<file path="config.mk">
export PLATFORM = sky130hd
export DESIGN_NAME = mux_pipe_skid_flat
export DESIGN_NICKNAME = d
export VERILOG_FILES = /design/src/rtl/mux_pipe_skid_if.sv /design/src/rtl/mux_pipe_skid.sv /design/src/flat_wrapper.sv
export SDC_FILE = /design/constraint.sdc
export NUM_CORES = 1
export LEC_CHECK = 0
export BUFFER_PORTS_ARGS = -buffer_cell sky130_fd_sc_hd__buf_4
export CORE_ASPECT_RATIO = 0.5
export CORE_MARGIN = 4
export CORE_UTILIZATION = 25
export CTS_BUF_LIST = sky130_fd_sc_hd__clkbuf_8 sky130_fd_sc_hd__clkbuf_16
export DETAILED_ROUTE_END_ITERATION = 7
export PLACE_DENSITY_LB_ADDON = 0.3
export SLEW_MARGIN = 20
export SYNTH_ARGS = -nofsm -noshare
export SYNTH_HDL_FRONTEND = slang
export SYNTH_SLANG_ARGS = --single-unit
</file>
<file path="constraint.sdc">
create_clock -name clk -period 5.94 [get_ports clk]
set_clock_uncertainty 0.1 [all_clocks]
set_input_delay 1.188 -clock clk [delete_from_list [all_inputs] [get_ports clk]]
set_output_delay 1.188 -clock clk [all_outputs]
set_load 0.01 [all_outputs]
</file>
<file path="src/rtl/mux_pipe_skid_if.sv">
// Handshake bundle for mux_pipe_skid: upstream mux inputs, flush and the registered downstream side.
// master drives the inputs and consumes results; slave is the mux/skid block itself.
interface mux_pipe_skid_if #(
  parameter int WIDTH = 32,
  parameter int N_IN  = 4,
  parameter int SEL_W = $clog2(N_IN)
);
  logic [N_IN*WIDTH-1:0] in_data;
  logic [SEL_W-1:0]      in_sel;
  logic                  in_valid;
  logic                  in_ready;
  logic                  flush;
  logic [WIDTH-1:0]      out_data;
  logic [SEL_W-1:0]      out_sel;
  logic                  out_valid;
  logic                  out_ready;

  modport master (
    output in_data, in_sel, in_valid, flush, out_ready,
    input  in_ready, out_data, out_sel, out_valid
  );

  modport slave (
    input  in_data, in_sel, in_valid, flush, out_ready,
    output in_ready, out_data, out_sel, out_valid
  );
endinterface

</file>
<file path="src/rtl/mux_pipe_skid.sv">
// N-way select mux feeding a registered valid/ready stage with a one-beat skid entry.
// in_ready comes straight from a flop, so downstream stalls never reach upstream combinationally.
module mux_pipe_skid #(
  parameter int WIDTH = 32,
  parameter int N_IN  = 4,
  parameter int SEL_W = $clog2(N_IN)
) (
  input logic            clk,
  input logic            rst_n,
  mux_pipe_skid_if.slave bus
);

  typedef enum logic [1:0] {
    EMPTY = 2'd0,
    BUSY  = 2'd1,
    FULL  = 2'd2
  } state_t;

  state_t state_q, state_d;
  logic   in_ready_q;
  logic   in_xfer, out_xfer;
  logic   load_main, load_skid, skid_to_main;

  logic [WIDTH-1:0] mux_data_p0;
  logic [SEL_W-1:0] sel_p0;
  logic [WIDTH-1:0] main_data_p1, skid_data_p1;
  logic [SEL_W-1:0] main_sel_p1, skid_sel_p1;

  // Out-of-range selects fall back to input 0.
  function automatic logic [WIDTH-1:0] sel_word(input logic [N_IN*WIDTH-1:0] d,
                                                input logic [SEL_W-1:0]      s);
    sel_word = d[0 +: WIDTH];
    for (int k = 1; k < N_IN; k++) begin
      if (int'(s) == k) sel_word = d[k*WIDTH +: WIDTH];
    end
  endfunction

  // ---- stage p0: combinational select ----
  assign mux_data_p0 = sel_word(bus.in_data, bus.in_sel);
  assign sel_p0      = bus.in_sel;

  assign in_xfer  = bus.in_valid && in_ready_q;
  assign out_xfer = (state_q != EMPTY) && bus.out_ready;

  always_comb begin
    state_d      = state_q;
    load_main    = 1'b0;
    load_skid    = 1'b0;
    skid_to_main = 1'b0;
    if (bus.flush) begin
      state_d = EMPTY;
    end else begin
      case (state_q)
        EMPTY: begin
          if (in_xfer) begin
            state_d   = BUSY;
            load_main = 1'b1;
          end
        end
        BUSY: begin
          case ({in_xfer, out_xfer})
            2'b11: load_main = 1'b1;
            2'b10: begin
              state_d   = FULL;
              load_skid = 1'b1;
            end
            2'b01: state_d = EMPTY;
            default: state_d = BUSY;
          endcase
        end
        FULL: begin
          if (out_xfer) begin
            state_d      = BUSY;
            skid_to_main = 1'b1;
          end
        end
        default: state_d = EMPTY;
      endcase
    end
  end

  always_ff @(posedge clk or negedge rst_n) begin
    if (!rst_n) begin
      state_q    <= EMPTY;
      in_ready_q <= 1'b1;
    end else begin
      state_q    <= state_d;
      in_ready_q <= (state_d != FULL);
    end
  end

  // ---- stage p1: main/skid registers ----
  always_ff @(posedge clk or negedge rst_n) begin
    if (!rst_n) begin
      main_data_p1 <= '0;
      main_sel_p1  <= '0;
      skid_data_p1 <= '0;
      skid_sel_p1  <= '0;
    end else begin
      if (load_main) begin
        main_data_p1 <= mux_data_p0;
        main_sel_p1  <= sel_p0;
      end else if (skid_to_main) begin
        main_data_p1 <= skid_data_p1;
        main_sel_p1  <= skid_sel_p1;
      end
      if (load_skid) begin
        skid_data_p1 <= mux_data_p0;
        skid_sel_p1  <= sel_p0;
      end
    end
  end

  assign bus.in_ready  = in_ready_q;
  assign bus.out_valid = (state_q != EMPTY);
  assign bus.out_data  = main_data_p1;
  assign bus.out_sel   = main_sel_p1;

endmodule

</file>
<file path="src/flat_wrapper.sv">
// flat-port wrapper written by rule: the top's interface ports become plain ports
module mux_pipe_skid_flat 
#(
  parameter int WIDTH = 32,
  parameter int N_IN  = 4,
  parameter int SEL_W = $clog2(N_IN)
)
  (clk, rst_n, bus_in_data, bus_in_sel, bus_in_valid, bus_flush, bus_out_ready, bus_in_ready, bus_out_data, bus_out_sel, bus_out_valid);
  mux_pipe_skid_if #(.WIDTH(WIDTH), .N_IN(N_IN), .SEL_W(SEL_W)) bus_i ();
  input logic clk;
  input logic rst_n;
  input wire logic [$bits(bus_i.in_data)-1:0] bus_in_data;
  input wire logic [$bits(bus_i.in_sel)-1:0] bus_in_sel;
  input wire logic [$bits(bus_i.in_valid)-1:0] bus_in_valid;
  input wire logic [$bits(bus_i.flush)-1:0] bus_flush;
  input wire logic [$bits(bus_i.out_ready)-1:0] bus_out_ready;
  output wire logic [$bits(bus_i.in_ready)-1:0] bus_in_ready;
  output wire logic [$bits(bus_i.out_data)-1:0] bus_out_data;
  output wire logic [$bits(bus_i.out_sel)-1:0] bus_out_sel;
  output wire logic [$bits(bus_i.out_valid)-1:0] bus_out_valid;
  assign bus_i.in_data = bus_in_data;
  assign bus_i.in_sel = bus_in_sel;
  assign bus_i.in_valid = bus_in_valid;
  assign bus_i.flush = bus_flush;
  assign bus_i.out_ready = bus_out_ready;
  assign bus_in_ready = bus_i.in_ready;
  assign bus_out_data = bus_i.out_data;
  assign bus_out_sel = bus_i.out_sel;
  assign bus_out_valid = bus_i.out_valid;
  mux_pipe_skid #(.WIDTH(WIDTH), .N_IN(N_IN), .SEL_W(SEL_W)) u_core (.clk(clk), .rst_n(rst_n), .bus(bus_i));
endmodule
</file>
==> results.toml <==
[final_layout]
finish.utilization_pct = 37.3
areaGrowthSynthToFinish_pct = 45.7
nets = 550
antenna-diode-count = 0
final_layout_size_suffix_gt1_share_pct = 61.6
layoutNonFillerInstCount = 615
design_area_um2 = 5430

[grt]
grt_antenna_before_repair = 0
globalRouteMet3Util_pct = 2.62
first_global_vias = 2916
pin_count_of_the_biggest_net_entering_global_routing = 72
grt_util_all_layers_pct = 11.7
grtUsageMet2_pct = 22.0
gr-total-overflow = 0
grt_first_pass_wirelength_um = 15700
grt-busiest-layer = "met2"
grt.met1_usage_pct = 13.9

[floorplan]
die_width_um = 181
core_um2 = 14500
rows = 31
initial_utilization_pct = 25.6
floorplan.die.height_um = 94.3
die_area_um2 = 17000
number_of_ports_placed_on_the_die_boundary = 171

[cts]
ctsResizeCount = 0
tritoncts = "done"
root_cell_of_the_clock_tree = "sky130_fd_sc_hd__clkbuf_16"
cts_buffers = 9
cts_hold_buffers = 0
cts_sinks = 71
clk_latency_ps = 330
cts.clk_slew.worst_paths_ps = 60
htreeDepth = 3
clock_path_buffers = 2
number_of_setup_buffers_added_after_cts = 0

[place]
dp_worst_setup_slack_ps = 2980
placement.cell_area_um2 = 5140
dp.final_hpwl_um = 7230
port_buffer_cells = 170
gp_congestion = 0.721
numPlacedInstances = 601

[sta]
timing.max_slew.rel_slack_pct = 38.0
setup-tns-final_ps = 0
rsz0062_at_grt = "no"
worst-slew-pin-transition_ps = 931
holdWs_ps = 374
setup_violations = 0
min_period_over_period_pct = 43.1
maxSlewViolCount = 0
timing_hold_violations_final = 0
post-route-worst-setup-slack_ps = 3380
min_period_ps = 2560
fmax_ghz = 0.390

[power]
pwr_density_cell_nw_per_um2 = 299
fin_total_pwr_mw = 1.62
p_leak_nw = 2.66
max-vdd-ir-drop_mv = 0.144

[logic_synthesis]
ys_seq_elements = 71
seq_area_frac_synth_pct = 47.7
synthesis.yosys.warnings = 0
syn_nets = 387
post_synth_inst_count = 251
netlist_area_um2 = 3730
syn_area_per_cell_um2 = 14.8
synth.distinct_cells = 29

[worst_setup_path]
critical_path_required_ps = 6060
critical_path.reg2reg.endpoint = "u_core.skid_data_p1[4]"
timing.rr.start = "u_core.state_q[1]"
crit_buf_inv = 1
cp-startpoint = "bus_in_sel[0]"
timing.critical_path.slowest_stage_cell = "sky130_fd_sc_hd__mux4_2"
timing.critical_path.arrival_ps = 2680
worst_path_maximum_fanout = 34
worst_setup_path_end_kind = "flop"
r2r.worst_path.cells = 7
crit_path_start_kind = "input port"
timing.reg2reg.setup_slack_ps = 3670
critPathMaxStageDelay_ps = 600
timing.critical_path.cells = "buf_4 -> mux4_2 -> a22o_1 -> a21o_1"
critical_path_depth = 4
crit_end = "u_core.bus.out_data[1]"
timing.critical_path.max_delay_family = "multiplexers"
critical_path_class = "input port to flop"

[route]
avgRoutedWirePerCell_um = 16.6
wl_um = 10200
detail_route.first_pass.iterations = 4
first_iter_violations = 77
route.antenna.remaining_nets = 0
detailroute.via_count = 2817
route.detailed.drc = 0
vias_per_cell = 4.58

[min_path]
min_from = "u_core.bus.out_data[10]"
hold_path_class = "flop to flop"

[run]
cap_violations = 0

[outcome]
status = "finished clean"
## final cells by class
type	count	area, um^2
inverter	2	7.51
tap	198	248
timing repair buffer	174	1310
fill	1445	9120
sequential	71	1780
multi-input combinational	156	1800
clock buffer	10	239
clock inverter	4	47.5
## cells in the final DEF, fill, tap and decap left out, drive strengths merged, types with 3 or more instances in the layout
cell type	instances
nand2	5
a21o	33
nor2	3
mux4	32
dfrtp	70
buf	174
mux2	34
clkbuf	10
a22o	32
## Yosys cell counts
| cell type | number | share of area [%] |
|---|---|---|
| sky130_fd_sc_hd__dfstp_2 | 1 | 0.71 |
| sky130_fd_sc_hd__buf_2 | 9 | 1.2 |
| sky130_fd_sc_hd__o21a_1 | 1 | 0.20 |
| sky130_fd_sc_hd__o22ai_1 | 2 | 0.34 |
| sky130_fd_sc_hd__and2_1 | 1 | 0.17 |
| sky130_fd_sc_hd__buf_6 | 6 | 1.8 |
| sky130_fd_sc_hd__mux2i_1 | 2 | 0.54 |
| sky130_fd_sc_hd__nand2_1 | 5 | 0.50 |
| sky130_fd_sc_hd__or2_2 | 1 | 0.17 |
| sky130_fd_sc_hd__a22oi_1 | 1 | 0.20 |
| sky130_fd_sc_hd__o21ai_0 | 1 | 0.13 |
| sky130_fd_sc_hd__mux4_2 | 32 | 19 |
| sky130_fd_sc_hd__dfrtp_1 | 70 | 47 |
| sky130_fd_sc_hd__inv_1 | 2 | 0.20 |
| sky130_fd_sc_hd__mux2_2 | 33 | 10 |
| sky130_fd_sc_hd__nand2b_1 | 2 | 0.34 |
| sky130_fd_sc_hd__nor3_2 | 1 | 0.27 |
| sky130_fd_sc_hd__nor2_1 | 3 | 0.30 |
| sky130_fd_sc_hd__nand3b_1 | 1 | 0.20 |
| sky130_fd_sc_hd__buf_1 | 2 | 0.20 |
| sky130_fd_sc_hd__and3b_1 | 2 | 0.47 |
| sky130_fd_sc_hd__buf_4 | 2 | 0.40 |
| sky130_fd_sc_hd__a21o_1 | 33 | 6.6 |
| sky130_fd_sc_hd__clkbuf_1 | 2 | 0.20 |
| sky130_fd_sc_hd__clkbuf_2 | 1 | 0.13 |
| sky130_fd_sc_hd__mux2_1 | 1 | 0.30 |
| sky130_fd_sc_hd__a22o_1 | 32 | 7.5 |
| sky130_fd_sc_hd__ha_1 | 1 | 0.34 |
| sky130_fd_sc_hd__a21boi_0 | 1 | 0.20 |
## flip-flops by register name (all words and copies together) (netlist names)
signal	count
u_core.bus.in_ready	1
u_core.bus.out_data	32
u_core.bus.out_sel	2
u_core.skid_data_p1	32
u_core.skid_sel_p1	2
u_core.state_q	2
## where the power goes
group	switching [mW]	total [mW]	internal, mW
clock network	0.193	0.523	0.330
registers	0.0680	0.689	0.620
logic	0.153	0.412	0.259
## worst min-delay path by stage
stage,to,slack [ps],cells past startpoint
3_5_place_dp,u_core.bus.out_data[10],370,1
4_1_cts,u_core.bus.out_data[10],380,1
2_1_floorplan,u_core.skid_sel_p1[0],360,1
5_1_grt,u_core.bus.out_data[10],390,1
3_3_place_gp,u_core.bus.out_data[11],360,1
6_report,u_core.bus.out_data[10],370,1
## cell families after synthesis
kind of cell | share of synthesized area, %
flip-flops | 47.7
AO/OA/AOI/OAI | 15.2
AND/OR/NAND/NOR | 2.42
multiplexers | 30.1
buffers and inverters | 4.16
adder cells (fa/ha/maj) | 0.336
## routing by layer
metal	part of all wire, %	vias to the layer above
met5	0	-
met2	55	43
met3	2.7	8
met1	41	1455
li1	-	1311
met4	0.93	0
Power figures use the tool's default switching activity.
